**src/rtl/serial_addsub_if.sv**
```systemverilog
// Handshake and data bundle between the Execute-stage sequencer and the bit-serial add/subtract unit.
// The master drives the request; the slave returns status and the last completed result.
interface serial_addsub_if #(
  parameter int WIDTH = 64
);
  logic             start;
  logic             op;
  logic [WIDTH-1:0] a;
  logic [WIDTH-1:0] b;
  logic             ready;
  logic             busy;
  logic             done;
  logic [WIDTH-1:0] result;
  logic [2:0]       cc;
  logic             c_out;

  modport master (
    output start, op, a, b,
    input  ready, busy, done, result, cc, c_out
  );

  modport slave (
    input  start, op, a, b,
    output ready, busy, done, result, cc, c_out
  );
endinterface

```
**src/rtl/serial_addsub.sv**
```systemverilog
// Bit-serial WIDTH-bit add/subtract: one full-adder cell, LSB first, one bit per clock.
// Produces {ZF, SF, OF} and the MSB carry on the edge that finishes the last bit.
module serial_addsub #(
  parameter int WIDTH = 64
) (
  input  logic              clk,
  input  logic              rst_n,
  serial_addsub_if.slave    bus
);
  localparam int CW = (WIDTH > 2) ? $clog2(WIDTH) : 1;

  typedef enum logic [1:0] {IDLE, RUN, DONE} state_t;

  state_t           state;
  logic [WIDTH-1:0] a_reg;
  logic [WIDTH-1:0] b_reg;
  logic [WIDTH-2:0] acc_reg;
  logic             carry_reg;
  logic [CW-1:0]    cnt_reg;
  logic [WIDTH-1:0] result_reg;
  logic [2:0]       cc_reg;
  logic             c_out_reg;
  logic             ready_reg;
  logic             busy_reg;
  logic             done_reg;

  logic             sum_bit;
  logic             carry_next;
  logic [WIDTH-1:0] acc_next;

  always_comb begin
    sum_bit    = a_reg[0] ^ b_reg[0] ^ carry_reg;
    carry_next = (a_reg[0] & b_reg[0]) | (a_reg[0] & carry_reg) | (b_reg[0] & carry_reg);
    acc_next   = {sum_bit, acc_reg};
  end

  always_ff @(posedge clk or negedge rst_n) begin
    if (!rst_n) begin
      state      <= IDLE;
      a_reg      <= '0;
      b_reg      <= '0;
      acc_reg    <= '0;
      carry_reg  <= 1'b0;
      cnt_reg    <= '0;
      result_reg <= '0;
      cc_reg     <= 3'b000;
      c_out_reg  <= 1'b0;
      ready_reg  <= 1'b1;
      busy_reg   <= 1'b0;
      done_reg   <= 1'b0;
    end else begin
      case (state)
        IDLE: begin
          if (bus.start) begin
            a_reg     <= bus.a;
            // Subtraction is a + ~b + 1: invert b here and seed the carry with op.
            b_reg     <= bus.op ? ~bus.b : bus.b;
            carry_reg <= bus.op;
            cnt_reg   <= '0;
            state     <= RUN;
            ready_reg <= 1'b0;
            busy_reg  <= 1'b1;
          end
        end
        RUN: begin
          a_reg     <= {1'b0, a_reg[WIDTH-1:1]};
          b_reg     <= {1'b0, b_reg[WIDTH-1:1]};
          acc_reg   <= acc_next[WIDTH-1:1];
          carry_reg <= carry_next;
          cnt_reg   <= cnt_reg + 1'b1;
          if (cnt_reg == CW'(WIDTH - 1)) begin
            result_reg <= acc_next;
            c_out_reg  <= carry_next;
            // carry_reg here is the carry into the MSB stage.
            cc_reg     <= {(acc_next == '0), sum_bit, carry_reg ^ carry_next};
            state      <= DONE;
            busy_reg   <= 1'b0;
            done_reg   <= 1'b1;
          end
        end
        DONE: begin
          state     <= IDLE;
          done_reg  <= 1'b0;
          ready_reg <= 1'b1;
        end
        default: begin
          state     <= IDLE;
          ready_reg <= 1'b1;
          busy_reg  <= 1'b0;
          done_reg  <= 1'b0;
        end
      endcase
    end
  end

  assign bus.ready  = ready_reg;
  assign bus.busy   = busy_reg;
  assign bus.done   = done_reg;
  assign bus.result = result_reg;
  assign bus.cc     = cc_reg;
  assign bus.c_out  = c_out_reg;
endmodule
```
**src/flat_wrapper.sv**
```systemverilog
// flat-port wrapper written by rule: the top's interface ports become plain ports
module serial_addsub_flat 
#(
  parameter int WIDTH = 64
)
  (clk, rst_n, bus_start, bus_op, bus_a, bus_b, bus_ready, bus_busy, bus_done, bus_result, bus_cc, bus_c_out);
  serial_addsub_if #(.WIDTH(WIDTH)) bus_i ();
  input  logic clk;
  input  logic rst_n;
  input wire logic [$bits(bus_i.start)-1:0] bus_start;
  input wire logic [$bits(bus_i.op)-1:0] bus_op;
  input wire logic [$bits(bus_i.a)-1:0] bus_a;
  input wire logic [$bits(bus_i.b)-1:0] bus_b;
  output wire logic [$bits(bus_i.ready)-1:0] bus_ready;
  output wire logic [$bits(bus_i.busy)-1:0] bus_busy;
  output wire logic [$bits(bus_i.done)-1:0] bus_done;
  output wire logic [$bits(bus_i.result)-1:0] bus_result;
  output wire logic [$bits(bus_i.cc)-1:0] bus_cc;
  output wire logic [$bits(bus_i.c_out)-1:0] bus_c_out;
  assign bus_i.start = bus_start;
  assign bus_i.op = bus_op;
  assign bus_i.a = bus_a;
  assign bus_i.b = bus_b;
  assign bus_ready = bus_i.ready;
  assign bus_busy = bus_i.busy;
  assign bus_done = bus_i.done;
  assign bus_result = bus_i.result;
  assign bus_cc = bus_i.cc;
  assign bus_c_out = bus_i.c_out;
  serial_addsub #(.WIDTH(WIDTH)) u_core (.clk(clk), .rst_n(rst_n), .bus(bus_i));
endmodule
```
**config.mk**
```make
export PLATFORM = sky130hd
export DESIGN_NAME = serial_addsub_flat
export DESIGN_NICKNAME = d
export VERILOG_FILES = /design/src/rtl/serial_addsub_if.sv /design/src/rtl/serial_addsub.sv /design/src/flat_wrapper.sv
export SDC_FILE = /design/constraint.sdc
export NUM_CORES = 1
export LEC_CHECK = 0
export BUFFER_PORTS_ARGS = -buffer_cell sky130_fd_sc_hd__buf_2
export CORE_ASPECT_RATIO = 1.2
export CORE_UTILIZATION = 56
export CTS_CLUSTER_SIZE = 10
export DETAILED_ROUTE_END_ITERATION = 8
export PLACE_DENSITY = 0.88
export SETUP_SLACK_MARGIN = 0.5
export SLEW_MARGIN = 10
export SYNTH_ARGS = -nofsm -noshare
export SYNTH_HDL_FRONTEND = slang
export SYNTH_SLANG_ARGS = --single-unit
export TNS_END_PERCENT = 10
```
**constraint.sdc**
```tcl
create_clock -name clk -period 2.1 [get_ports clk]
set_input_delay 0.21 -clock clk [delete_from_list [all_inputs] [get_ports clk]]
set_output_delay 0.21 -clock clk [all_outputs]
set_load 0.01 [all_outputs]
```
==> flow_summary_export.csv <==
group,metric,value,unit
status,status,"completed",
worst_setup_path,r2r_end,"u_core.bus.cc[2]",
global_routing,grt_overflow,0,
global_routing,grt_pass1_vias,9751,
floorplan,pin_count,203,
worst_setup_path,cpPeakStageDelay,550,ps
global_routing,antenna_found_initial,3,
sta,max_slew.worst_pin.slew,754,ps
power,p_int,11.8,mW
clocking,clock_latency,550,ps
final_layout,layout_commonest_cell,"dfrtp_1",
floorplan,fp-row-count,58,
clocking,cts_tree,"built",
final_layout,ff_latch_area,0.00677,mm2
worst_hold_path,min-delay-path-class,"primary input to flop",
synth,synth_cells,1137,
synth,syn_nets,1271,
clocking,clockRootBuffer,"clkbuf_16",
clocking,clkSinkCount,270,
synth,synth_edf_count,0,
floorplan,core-area,0.0210,mm2
sta,final.setup.tns,0,ps
sta,max_slew_margin,49.7,%
floorplan,fp.dieH,163,um
power,p_switching,5.66,mW
global_routing,grt_usage,27.8,%
sta,period_needed,1830,ps
detailed_routing,viasPerCell,5.85,
detailed_routing,num_vias,9663,
final_layout,syn2layout_area_growth,24.9,%
detailed_routing,wl_per_cell,19.4,um
placement,gp_congestion,0.786,
synth,synth-seq-cells,270,
floorplan,dieArea,0.0221,mm2
floorplan,start_util,57.2,%
worst_setup_path,slowest_stage,"nor4_1",
synth,seq_area_frac_synth,56.1,%
sta,finalWorstSetupSlack,270,ps
worst_hold_path,min-delay-start,"bus_a[2]",
worst_setup_path,cp_top_family,"simple AND/OR/NAND/NOR gates",
flow_run,drv_cap,0,
clocking,cts-buffers-inserted,31,
placement,hpwl,17.0,mm
synth,yosysWarnings,0,
sta,finalCritPeriodShare,87.1,%
power,ir_drop,0.696,mV
worst_setup_path,path_cells,"nor4_1 -> nand4_1 -> nor4_2 -> mux2_4",
worst_setup_path,path_max_fanout,4,
detailed_routing,antenna_left,0,
power,p_clk_share,26.2,%
final_layout,multi_input_area,0.00497,mm2
synth,yosys_most_used_dff,"dfrtp_1",
worst_setup_path,rrSetupSlack,270,ps
synth,netlist_top_cells_area,"dfrtp_1 (56%), nand2_1 (8.1%), mux2_2 (5.3%), xnor2_1 (4.7%), o22a_1 (4.6%)",
synth,syn_area_per_cell,10.6,um2
sta,skew,10.9,ps
worst_setup_path,r2r-start,"u_core.acc_reg[30]",
placement,dpl_worst_slack,262,ps
worst_setup_path,worstPathArrival,2310,ps
worst_hold_path,min_to,"u_core.a_reg[2]",
clocking,clock_path_buffers,3,
power,p_leak,7.19,nW
worst_setup_path,crit_path_end_kind,"flop",
final_layout,nNetsFinal,1512,
sta,final-hold-violation-count,0,
worst_hold_path,whs_path_depth,3,
worst_setup_path,criticalPathCategory,"flop to flop",
sta,fmax,546,MHz
sta,drv_slew,0,
synth,ys_types,36,
synth,ys_async_sr_fraction,100,%
detailed_routing,drtIter0Drc,764,
placement,portBuffers,202,
global_routing,grt_pass1_wl,48.8,mm
clocking,htreeDepth,1,
synth,yosysTopAreaCell,"dfrtp_1",
final_layout,nFillCells,1406,
sta,grt_setup_unrepaired,"true",
final_layout,drive_gt1_share,26.2,%
worst_setup_path,cp_num_buf_inv,0,
power,pwr-share-comb,25.8,%
final_layout,most-common-layout-cells,"dfrtp_1 (267), nand2_1 (259), buf_2 (200), a21oi_1 (76), o21ai_0 (72)",
synth,synth_area,0.0120,mm2
power,switching_share,32.3,%
synth,synth_top_area_share,55.9,%
global_routing,grt_max_degree,84,
detailed_routing,drt_wl_total,32.1,mm
worst_setup_path,reg2regPathDepth,4,
detailed_routing,drc,0,
power,p_seq_share,48.0,%
detailed_routing,first_pass_iters,6,
worst_setup_path,worstPathRequired,2580,ps
clocking,clk_pin_slew,60,ps
worst_setup_path,startpoint_type,"flop",
floorplan,die_width,136,um
power,powerDensity,1160,mW/mm2
sta,setup_viol,0,
==> through the flow <==
| step | utilization [%] | instance area, um2 | std cells | total power, mW | hold WS [ps] |
|---|---|---|---|---|---|
| global route | 71.5 | 15000 | 1653 | 18.5 | 3.92 |
| global placement | 63.3 | 13300 | 1545 | 12.1 | 200 |
| finish | 71.5 | 15000 | 1653 | 17.5 | 8.93 |
| CTS | 70.6 | 14800 | 1645 | 17.2 | 0.286 |
| detailed placement | 63.3 | 13300 | 1545 | 12.4 | 203 |
| floorplan | - | 12100 | 1137 | 11.0 | -85.6 |
==> cell type report <==
cell class	count	share of cell area, %
Inverter	3	0.0749
Clock inverter	2	0.116
Sequential cell	270	45.0
Multi-Input combinational cell	776	33.0
Tap cell	270	2.25
Clock buffer	34	5.23
Timing Repair Buffer	296	14.3
Antenna cell	2	0.0333
==> power groups by stage <==
| stage | combinational [mW] | clock [mW] | sequential [mW] |
|---|---|---|---|
| 2_1_floorplan | 2.89 | 0 | 8.07 |
| 3_3_place_gp | 3.85 | 0 | 8.22 |
| 3_5_place_dp | 4.08 | 0 | 8.35 |
| 4_1_cts | 4.32 | 4.62 | 8.27 |
| 5_1_grt | 5.03 | 4.86 | 8.57 |
| 6_report | 4.52 | 4.58 | 8.41 |
==> synth_stat cells (2+ instances only) <==
library cell and n:
xnor2_1 64, buf_2 44, nor2b_1 68, o22a_1 63
a22oi_1 55, xor2_1 2, clkbuf_1 32, dfrtp_1 269
and3b_1 9, inv_1 3, o21ai_0 73, nand2_1 259
nor2_1 4, nor4_1 17, mux2_4 10, a21oi_1 76
buf_4 10, nand4_1 5, mux2_2 57
==> worst max path at each step <==
stage,from,cells past startpoint,endpoint
floorplan,u_core.cnt_reg[0],7,u_core.bus.result[10]
global placement,u_core.cnt_reg[0],6,u_core.bus.result[45]
detailed placement,u_core.cnt_reg[0],6,u_core.bus.result[45]
CTS,u_core.cnt_reg[0],8,u_core.bus.result[4]
global route,u_core.a_reg[0],5,u_core.bus.cc[2]
finish,u_core.acc_reg[30],4,u_core.bus.cc[2]
==> tightest hold or removal path, stage by stage <==
cell     delay (ps)
buf_2            80
a22oi_1          50
o21ai_0         170
==> per-layer routing <==
metal / vias up / routed length (um) / track usage, %
met2: 425 / 16600 / 48.4
li1: 4371 / - / -
met4: 0 / 1310 / 11.3
met3: 106 / 2080 / 5.45
met1: 4761 / 12100 / 33.7
met5: - / 0 / 0
==> what timing repair did <==
action,CTS,global route
hold buffers,48,0
endpoints found under the setup margin,141,207
buffers inserted,12,2
endpoints found under the hold margin,108,0
pin swaps,5,3
resized for setup,14,20
cloned,4,4
==> cell families (layout without fill, tap and decap cells) <==
kind of cell | after synthesis | count (layout) | share of synthesized area, %
other cells | 0 | 2 | 0
flops | 270 | 270 | 56.1
fa+ha+maj | 2 | 2 | 0.270
compound gates | 273 | 273 | 14.6
buf+inv | 91 | 335 | 3.76
mux | 67 | 67 | 6.57
xor+xnor | 66 | 66 | 4.80
simple gates | 368 | 368 | 13.9
(Power assumes the default switching activity.)
